<file path="src/rtl/factorial_bcd_if.sv">
// Handshake bundle for the factorial engine: start request and operand in,
// state, completion flag, binary result and its BCD rendering out.
interface factorial_bcd_if #(
    parameter int SIZE = 8
);
    logic            go;
    logic [SIZE-1:0] n;
    logic [2:0]      curr_state;
    logic            done;
    logic [SIZE-1:0] result;
    logic [31:0]     bcd_out;

    modport master (
        output go,
        output n,
        input  curr_state,
        input  done,
        input  result,
        input  bcd_out
    );

    modport slave (
        input  go,
        input  n,
        output curr_state,
        output done,
        output result,
        output bcd_out
    );
endinterface

</file>
<file path="src/rtl/factorial_bcd.sv">
// Iterative factorial engine (multiply-decrement loop) with a combinational
// double-dabble converter presenting the result as 8 packed BCD digits.
module factorial_bcd #(
    parameter int SIZE = 8
) (
    input logic            clk,
    input logic            rst_n,
    factorial_bcd_if.slave bus
);

    localparam logic [2:0] IDLE = 3'd0;
    localparam logic [2:0] MULT = 3'd1;
    localparam logic [2:0] DONE = 3'd2;

    localparam logic [SIZE-1:0] ONE = SIZE'(1);

    logic [2:0]      state;
    logic [2:0]      state_nxt;
    logic [SIZE-1:0] acc;
    logic [SIZE-1:0] cnt;
    logic [SIZE-1:0] prod;
    logic            last_step;

    // Shift-add-3 over the SIZE result bits; SIZE <= 26 keeps the value
    // below 10^8, so nothing is ever shifted out of the top digit.
    function automatic logic [31:0] bin2bcd(input logic [SIZE-1:0] bin);
        logic [31:0] bcd;
        bcd = 32'h0;
        for (int i = SIZE - 1; i >= 0; i--) begin
            for (int d = 0; d < 8; d++) begin
                if (bcd[4*d +: 4] >= 4'd5) begin
                    bcd[4*d +: 4] = bcd[4*d +: 4] + 4'd3;
                end
            end
            bcd = {bcd[30:0], bin[i]};
        end
        return bcd;
    endfunction

    // Product is taken mod 2^SIZE by construction of the self-determined width.
    assign prod      = acc * cnt;
    assign last_step = (cnt <= ONE);

    always_ff @(posedge clk or negedge rst_n) begin
        if (!rst_n) begin
            state <= IDLE;
        end else begin
            state <= state_nxt;
        end
    end

    always_comb begin
        state_nxt = state;
        case (state)
            IDLE: begin
                if (bus.go) begin
                    state_nxt = MULT;
                end
            end
            MULT: begin
                if (last_step) begin
                    state_nxt = DONE;
                end
            end
            DONE: begin
                if (!bus.go) begin
                    state_nxt = IDLE;
                end
            end
            default: state_nxt = IDLE;
        endcase
    end

    always_comb begin
        bus.curr_state = state;
        bus.done       = (state == DONE);
    end

    // Operand and accumulator are only touched on start and while iterating;
    // in DONE and on return to IDLE they hold the last answer.
    always_ff @(posedge clk or negedge rst_n) begin
        if (!rst_n) begin
            acc <= '0;
            cnt <= '0;
        end else begin
            case (state)
                IDLE: begin
                    if (bus.go) begin
                        cnt <= bus.n;
                        acc <= ONE;
                    end
                end
                MULT: begin
                    if (!last_step) begin
                        acc <= prod;
                        cnt <= cnt - ONE;
                    end
                end
                default: begin
                    acc <= acc;
                    cnt <= cnt;
                end
            endcase
        end
    end

    assign bus.result  = acc;
    assign bus.bcd_out = bin2bcd(acc);

endmodule

</file>
<file path="src/flat_wrapper.sv">
// flat-port wrapper written by rule: the top's interface ports become plain ports
module factorial_bcd_flat 
#(
    parameter int SIZE = 8
)
  (clk, rst_n, bus_go, bus_n, bus_curr_state, bus_done, bus_result, bus_bcd_out);
  factorial_bcd_if #(.SIZE(SIZE)) bus_i ();
  input logic clk;
  input logic rst_n;
  input wire logic [$bits(bus_i.go)-1:0] bus_go;
  input wire logic [$bits(bus_i.n)-1:0] bus_n;
  output wire logic [$bits(bus_i.curr_state)-1:0] bus_curr_state;
  output wire logic [$bits(bus_i.done)-1:0] bus_done;
  output wire logic [$bits(bus_i.result)-1:0] bus_result;
  output wire logic [$bits(bus_i.bcd_out)-1:0] bus_bcd_out;
  assign bus_i.go = bus_go;
  assign bus_i.n = bus_n;
  assign bus_curr_state = bus_i.curr_state;
  assign bus_done = bus_i.done;
  assign bus_result = bus_i.result;
  assign bus_bcd_out = bus_i.bcd_out;
  factorial_bcd #(.SIZE(SIZE)) u_core (.clk(clk), .rst_n(rst_n), .bus(bus_i));
endmodule
</file>
<file path="config.mk">
export PLATFORM = sky130hd
export DESIGN_NAME = factorial_bcd_flat
export DESIGN_NICKNAME = d
export VERILOG_FILES = /design/src/rtl/factorial_bcd_if.sv /design/src/rtl/factorial_bcd.sv /design/src/flat_wrapper.sv
export SDC_FILE = /design/constraint.sdc
export NUM_CORES = 1
export LEC_CHECK = 0
export ABC_AREA = 0
export CAP_MARGIN = 15
export CORE_MARGIN = 2
export CORE_UTILIZATION = 25
export CTS_CLUSTER_DIAMETER = 150
export DETAILED_ROUTE_END_ITERATION = 8
export HOLD_SLACK_MARGIN = 0.02
export PLACE_DENSITY = 0.49
export RECOVER_POWER = 50
export SETUP_SLACK_MARGIN = 0.2
export SLEW_MARGIN = 20
export SYNTH_ARGS = -nofsm -noshare
export SYNTH_HDL_FRONTEND = slang
export SYNTH_SLANG_ARGS = --single-unit
</file>
<file path="constraint.sdc">
create_clock -name clk -period 6.8 [get_ports clk]
set_clock_uncertainty 0.05 [all_clocks]
set_input_delay 1.7 -clock clk [delete_from_list [all_inputs] [get_ports clk]]
set_output_delay 1.7 -clock clk [all_outputs]
set_load 0.02 [all_outputs]
</file>
## Yosys cells after proc, flatten, opt, wreduce, memory -nomap -nowiden

Cells that the tools add are included.
Widths: inputs -> output; s select.

- $lt $le $gt $ge: 8
- Equal/unequal tests: 6
- Multipliers: 1
- Div/mod/pow operators: 0
- Bitwise operators: 0
- Add/subtract/negate cells: 8
- Shift-type cells: 0
- Reductions and logical operators: 4
- Multiplexer cells: 17

Operators by type and width:

| operator | count |
|---|---|
| $mux 8 | 4 |
| $pmux 8 s2 | 2 |
| $mux 4 | 7 |
| $add 4x2->4 const B | 5 |
| $ge 4x3->1 const B | 5 |
| $mux 3 | 3 |
| $pmux 3 s3 | 1 |
| $add 3x2->4 const B | 2 |
| $le 8x1->1 const B | 1 |
| $mul 8x8->8 | 1 |
| $sub 8x1->8 const B | 1 |
| $ge 3x3->1 const B | 2 |
| $ne 2x2->1 const B | 3 |
| $reduce_and 3->1 | 2 |
| $eq 3x1->1 const B | 1 |
| $eq 3x2->1 const B | 1 |
| $logic_not 3->1 | 1 |
| $ne 2x1->1 const B | 1 |
| $reduce_bool 2->1 | 1 |

- Logic and storage cells: 47
- Latch bits: 0
- Input bits: 11
- Bits in read-only memories: 0
- Register bits after elaboration: 19
- Memories kept: 0
- Memory bits (writable): 0

## Depth between registers and ports, before layout

Gate-level depths: netlist (run 1).

- Depth after elaboration: 10
- Depth in mapped cells: 18
- Depth with buffers taken out: 17

## Worst setup path before layout (run 1)

OpenSTA, ideal clock, no wires.

- Kind: flip-flop to output port
- Start: register u_core.acc[6], in the netlist u_core.bus.result[6]
- End: output port bus_bcd_out[6]
- Slack: 632 ps
- Cell stages (with the launch flop): 18
- Path buffers: 1
- Arrival time: 4418 ps
- Required time: 5050 ps
- Cells stage by stage: dfrtp_1 buf_6 inv_1 ha_1 o21bai_1 mux2_2 ha_1 or2b_2 nor4bb_4 o221ai_2 ha_1 or2b_1 a31oi_2 mux2i_2 o21ai_1 xnor2_2 xor2_1 a31oi_1

- Longest elaborated chain between the ends: 10
- Elaborated cells between the ends (all ways): 18

RTL lines:

| item | line | source |
|---|---|---|
| from (decl) | factorial_bcd.sv:19 | `logic [SIZE-1:0] acc;` |
| from (signal assigned) | factorial_bcd.sv:95 | `acc <= prod;` |
| $add 3x2->4 or $ge 3x3->1 (tied branches) | factorial_bcd.sv:32, factorial_bcd.sv:31 |  |
| $mux 4 (*) | factorial_bcd.sv:31 | `if (bcd[4*d +: 4] >= 4'd5) begin` |
| $add 4x2->4 or $ge 4x3->1 (tied branches) | factorial_bcd.sv:32, factorial_bcd.sv:31 |  |
| $mux 4 | factorial_bcd.sv:31 |  |
| $ge 4x3->1 or $add 4x2->4 (tied branches) | factorial_bcd.sv:31, factorial_bcd.sv:32 |  |
| $mux 4 | factorial_bcd.sv:31 |  |
| $add 4x2->4 (tied with other cells) | factorial_bcd.sv:32 | `bcd[4*d +: 4] = bcd[4*d +: 4] + 4'd3;` |
| $mux 4 | factorial_bcd.sv:31 |  |
| $add 4x2->4 or $ge 4x3->1 (tied branches) | factorial_bcd.sv:32, factorial_bcd.sv:31 |  |
| $mux 4 (*) | factorial_bcd.sv:31 |  |
| to (decl) | flat_wrapper.sv:15 | `output wire logic [$bits(bus_i.bcd_out)-1:0] bus_bcd_out;` |

Every way passes the cells marked *; elsewhere a longest branch is shown, timed or not.

## Worst setup path in the final report (run 1)

- Start: register u_core.acc[6], in the netlist u_core.bus.result[6]
- End: output port bus_bcd_out[5]

Same word-level chain as after synthesis.

==> results of run 1 <==
registers in the layout, summed over array words and instances (netlist names):
register / count
u_core.bus.curr_state: 2
u_core.bus.result: 8
u_core.cnt: 8
critical path, cell delays in order, from the launching register on:
cell and delay, ps:
dfrtp_1 370, inv_1 80, ha_2 220, o21bai_1 70
mux2_2 330, ha_1 240, or2b_2 190, nor4bb_4 320
nand3b_4 230, and2_4 190, a21boi_1 300, mux2i_4 400
ha_1 340, or3_1 420, a31oi_1 170, clkdlybuf4s50_1 630
layer usage:
metal  vias to the layer above  GRT usage [%]  routed length [um]
met2                        60           19.3                3460
met3                         2           1.59                 233
met1                      1167           15.1                3340
li1                       1227              -                   -
met4                         0          0.823                   7
met5                         -              0                   0
synthesized netlist by cell type (2+ instances only):
master / instances / area, um2
mux2i_2: 2 / 27.5
o21a_1: 2 / 15.0
nor2_1: 25 / 93.8
nand2_1: 29 / 109
o211ai_1: 2 / 15.0
nor2b_1: 2 / 12.5
a21o_2: 2 / 17.5
xnor2_1: 14 / 123
buf_4: 25 / 188
nand3_1: 10 / 50.1
buf_6: 4 / 45.0
dfrtp_1: 18 / 450
a22oi_1: 2 / 15.0
inv_1: 31 / 116
a31oi_1: 4 / 25.0
xor2_1: 6 / 52.6
a221oi_1: 2 / 17.5
and3_1: 2 / 12.5
o21ai_0: 19 / 95.1
and2_1: 17 / 106
nor3_1: 8 / 40.0
o41ai_1: 2 / 17.5
mux2_2: 2 / 22.5
clkbuf_1: 6 / 22.5
o31ai_1: 2 / 15.0
o21ai_1: 2 / 10.0
mux2i_1: 2 / 20.0
a21o_1: 3 / 22.5
a221o_1: 2 / 20.0
nand2b_1: 3 / 18.8
nor4_1: 2 / 12.5
ha_1: 25 / 313
o221ai_1: 3 / 26.3
o211a_1: 2 / 20.0
or3_1: 2 / 12.5
o22ai_1: 2 / 12.5
a21oi_1: 16 / 80.1
fa_1: 12 / 240
final cells by class:
type | count | area share, %
flip-flops and latches | 18 | 13.3
repair buffers | 39 | 11.2
clock buffers | 4 | 2.62
multi-input cells | 285 | 64.1
well taps | 143 | 5.27
inverters | 32 | 3.54
repair_timing:
action,4_1_cts,5_1_grt
resized for setup,5,9
cloned,0,1
setup buffers,1,2
endpoints found under the setup margin,8,8
pin swaps,0,3
cell usage in the layout, fill, tap and decap left out, types with 3 or more instances in the layout:
cell             count
dfrtp_1             18
nor3_1               8
nor2_1              25
dlymetal6s2s_1       5
o21ai_0             19
xor2_1               6
ha_1                23
clkdlybuf4s50_1     18
o221ai_1             3
dlygate4sd3_1        6
a31oi_1              4
and2_1              16
nand2b_1             3
fa_1                12
xnor2_1             14
inv_1               31
nand3_1             10
buf_4                8
nand2_1             29
clkbuf_16            3
a21o_1               3
a21oi_1             16
conb_1              23
cell families (layout without fill, tap and decap cells):
kind of cell	Yosys count	after routing
AOI/OAI and AO/OA	81	82
and+or+nand+nor	115	115
muxes	6	6
DFF	18	18
other	1	23
xor gates and xnor gates	21	21
buffers and inverters	69	75
adders and majority gates	38	38
stage by stage:
| step | cells | hold WS (ps) | setup slack [ps] |
|---|---|---|---|
| after global routing | 521 | 630 | 57.2 |
| after global placement | 513 | 527 | 424 |
| final | 521 | 548 | 298 |
| after detailed placement | 513 | 533 | 295 |
| after floorplan | 371 | 479 | 632 |
| after CTS | 518 | 551 | 201 |
worst min path at each step:
stage,from,to,depth (start not counted)
final,u_core.cnt[7]$_DFFE_PN0P_,u_core.cnt[7]$_DFFE_PN0P_,2
after global placement,u_core.cnt[7]$_DFFE_PN0P_,u_core.cnt[7]$_DFFE_PN0P_,2
after global routing,u_core.cnt[7]$_DFFE_PN0P_,u_core.cnt[7]$_DFFE_PN0P_,2
after floorplan,u_core.cnt[7]$_DFFE_PN0P_,u_core.cnt[7]$_DFFE_PN0P_,2
after detailed placement,u_core.cnt[7]$_DFFE_PN0P_,u_core.cnt[7]$_DFFE_PN0P_,2
after CTS,u_core.cnt[7]$_DFFE_PN0P_,u_core.cnt[7]$_DFFE_PN0P_,2
==> results.json, run 1 <==
{
  "status": "finished, final reports clean",
  "max_cap_viol_count": 0,
  "drc": 0,
  "rrSetupSlack_ps": 2750,
  "period_share_pct": 95.6,
  "clock_sinks": 18,
  "antenna_left": 0,
  "maxSlewViolCount": 0,
  "die_h_um": 111,
  "dpl.hpwl_mm": 5.28,
  "synthArstFlopShare_pct": 100,
  "cp.required_ps": 5050,
  "r2r-end": "u_core.bus.result[7]$_DFFE_PN0P_",
  "die_width_um": 111,
  "insertion_delay_ps": 250,
  "grt_pass1_wl_mm": 11.6,
  "rr_startpoint": "u_core.bus.result[2]$_DFFE_PN0P_",
  "hold_class": "reg2reg",
  "ys_seq_elements": 18,
  "cts_buffers": 3,
  "register_area_um2": 450,
  "synth_area_per_cell_um2": 8.23,
  "path_class": "reg2out",
  "synth-compound-area-share_pct": 20.0,
  "grt_max_degree": 19,
  "startpoint": "u_core.bus.result[6]$_DFFE_PN0P_",
  "fmax_mhz": 154,
  "n_fill_cell": 1232,
  "drive_gt1_share_pct": 10.3,
  "nets": 427,
  "max-clock-path-buffers": 2,
  "drt-total-wl_mm": 7.04,
  "post-route-util_pct": 30.0,
  "port_buffers": 31,
  "placed_area_mm2": 0.00321,
  "rows": 39,
  "synth_top_family_by_area": "simple AND/OR/NAND/NOR gates",
  "cp.arrival_ps": 4750,
  "dr.pass1.iters": 5,
  "grtUsageTotal_pct": 11.0,
  "multi_input_area_mm2": 0.00217,
  "drt_first_iter_violations": 168,
  "synthFlopType": "dfrtp_1",
  "slew_headroom_pct": 37.7,
  "antenna_cells": 0,
  "root_buffer": "clkbuf_16",
  "grt_pass1_vias": 2401,
  "end_kind": "output port",
  "num_vias": 2456,
  "yosysWarnings": 0,
  "overflow": 0,
  "coreArea_mm2": 0.0113,
  "reg2regPathDepth": 14,
  "syn_inst": 349,
  "fin_area_mm2": 0.00339,
  "area_growth_pct": 18.1,
  "rsz0062_at_grt": "yes",
  "critPathLaunchType": "flip-flop",
  "period_minus_slack_ps": 6500,
  "critPathCapture": "bus_bcd_out[5]",
  "synth_edf_count": 0,
  "syn_area_mm2": 0.00287,
  "cts_tree": "yes",
  "fp.dieArea_mm2": 0.0124,
  "worst_pin_slew_ps": 932,
  "yosysUniqueCellTypes": 73,
  "antenna_found_initial": 0,
  "clkTransAtPathRegs_ps": 60,
  "pin_count": 55,
  "setup_tns_ps": 0,
  "seq_area_frac_synth_pct": 15.7,
  "gp_congestion": 0.763,
  "cts_hold_buffers": 0,
  "ctsHtreeMaxLevel": 1,
  "initial_core_util_pct": 25.4,
  "hold_violations": 0,
  "setup_viol_count_final": 0,
  "avgRoutedWirePerCell_um": 13.5,
  "synthAdderAreaFrac_pct": 19.6,
  "synthMuxAreaShare_pct": 2.44,
  "routed_via_density": 4.71,
  "synthSimpleGateAreaFrac_pct": 21.9,
  "crit_fanout": 8,
  "synth_xor_area_share_pct": 6.66
}
Power of run 1 is left out: the tool's default activity adds up to more than one toggle a clock period on the data nets, which glitch-free logic cannot reach.
==> run 2: changes to the inputs <==
--- a/config.mk
+++ b/config.mk
@@ -7,13 +7,14 @@
 export LEC_CHECK = 0
 export ABC_AREA = 0
 export CAP_MARGIN = 15
-export CORE_MARGIN = 2
+export CORE_MARGIN = 10
 export CORE_UTILIZATION = 25
 export CTS_CLUSTER_DIAMETER = 150
 export DETAILED_ROUTE_END_ITERATION = 8
 export HOLD_SLACK_MARGIN = 0.02
 export PLACE_DENSITY = 0.49
 export RECOVER_POWER = 50
+export REMOVE_ABC_BUFFERS = 1
 export SETUP_SLACK_MARGIN = 0.2
 export SLEW_MARGIN = 20
 export SYNTH_ARGS = -nofsm -noshare
==> run 2 against run 1 <==
  * Sequential share of layout area grew 0.23 points
  * Utilization is 0.43 points lower
  * Flip-flop and latch count did not move
  * Final area fell by 1.4%
==> results.json, run 2 (synthesis gave the netlist of run 1 again) <==
{
  "dpl.hpwl_mm": 5.71,
  "avgRoutedWirePerCell_um": 13.9,
  "hold_class": "reg2reg",
  "cts_hold_buffers": 0,
  "cp.required_ps": 5050,
  "num_vias": 2450,
  "max-clock-path-buffers": 2,
  "antenna_cells": 0,
  "dr.pass1.iters": 4,
  "setup_tns_ps": 0,
  "cts_buffers": 3,
  "dp_cells": 515,
  "max_cap_viol_count": 0,
  "maxSlewViolCount": 0,
  "grt_pass1_wl_mm": 12.2,
  "dp_slack_ps": 357,
  "ctsHtreeMaxLevel": 1,
  "port_buffers": 31,
  "drt-total-wl_mm": 7.22,
  "fmax_mhz": 158,
  "period_minus_slack_ps": 6320,
  "die_h_um": 127,
  "path_class": "reg2out",
  "slew_headroom_pct": 37.4,
  "status": "finished, final reports clean",
  "overflow": 0,
  "multi_input_area_mm2": 0.00212,
  "register_area_um2": 452,
  "final_common_cell": "inv_1",
  "pin_count": 55,
  "gp_congestion": 0.811,
  "hold_violations": 0,
  "drive_gt1_share_pct": 9.81,
  "clock_sinks": 18,
  "grt_pass1_vias": 2397,
  "nets": 426,
  "setup_viol_count_final": 0,
  "critPathLaunchType": "flip-flop",
  "grtUsageTotal_pct": 8.74,
  "drc": 0,
  "antenna_found_initial": 0,
  "insertion_delay_ps": 250,
  "cts_tree": "yes",
  "clkTransAtPathRegs_ps": 60,
  "routed_via_density": 4.71,
  "n_fill_cell": 1263,
  "fp.dieArea_mm2": 0.0162,
  "root_buffer": "clkbuf_16",
  "initial_core_util_pct": 25.4,
  "period_share_pct": 92.9,
  "rows": 39,
  "coreArea_mm2": 0.0113,
  "grt_max_degree": 19,
  "rsz0062_at_grt": "no",
  "layout_common_cells": "inv_1, nand2_1, nor2_1, ha_1, conb_1",
  "instances_no_fill": 520,
  "cp.arrival_ps": 4570,
  "drt_first_iter_violations": 161,
  "crit_fanout": 9,
  "die_width_um": 127,
  "fin_ws_ps": 484,
  "area_growth_pct": 16.4,
  "worst_pin_slew_ps": 937,
  "antenna_left": 0,
  "end_kind": "output port"
}
run 2: final cells by class:
cell class,count,share of cell area [%]
clock buffer,4,2.66
inverter,32,3.59
multi-input combinational,284,63.5
timing repair buffer,39,11.3
sequential,18,13.5
tap,143,5.35
run 2: worst max-delay path: stages, from the launching register on:
cell,delay [ps]
dfrtp_2,440
buf_4,170
o21bai_1,140
mux2_2,320
ha_1,240
or2b_2,190
nor4bb_4,270
o221ai_2,160
buf_4,170
ha_1,190
or2b_1,280
a31oi_4,260
mux2i_2,220
buf_4,180
o21ai_1,110
xnor2_2,170
buf_4,160
xor2_1,140
a31oi_1,150
dlygate4sd2_1,350
run 2: timing repair:
item	4_1_cts	5_1_grt
buffers inserted	1	0
pin swaps	1	0
endpoints found under the setup margin	6	6
resized for setup	4	7
run 2: final timing paths:
check,end,startpoint,cells after the start,slack [ps]
max in group asynchronous,u_core.bus.result[5]$_DFFE_PN0P_,rst_n,1,4090
min reg2reg,u_core.cnt[7]$_DFFE_PN0P_,u_core.cnt[7]$_DFFE_PN0P_,2,560
max reg2reg,u_core.bus.result[7]$_DFFE_PN0P_,u_core.bus.result[2]$_DFFE_PN0P_,14,2770
max,bus_bcd_out[6],u_core.bus.result[5]$_DFFE_PN0P_,19,480
min,u_core.cnt[7]$_DFFE_PN0P_,u_core.cnt[7]$_DFFE_PN0P_,2,560
min in group asynchronous,u_core.cnt[7]$_DFFE_PN0P_,rst_n,1,1980
run 2: per-layer routing:
metal  share of wire, %  global-route usage (%)  up-vias
met3                2.6                   0.951        4
li1                   -                       -     1225
met1                 48                    11.4     1181
met5                  0                       0        -
met2                 48                    14.9       40
met4               0.83                    2.21        0
run 2: stage by stage:
stage	cell area (um2)	utilization (%)	hold slack [ps]
global placement	3230	28.5	534
detailed placement	3230	28.5	546
global route	3340	29.5	625
CTS	3330	29.4	563
floorplan	2680	-	480
finish	3340	29.5	561
Power of run 2 is left out for the same reason.
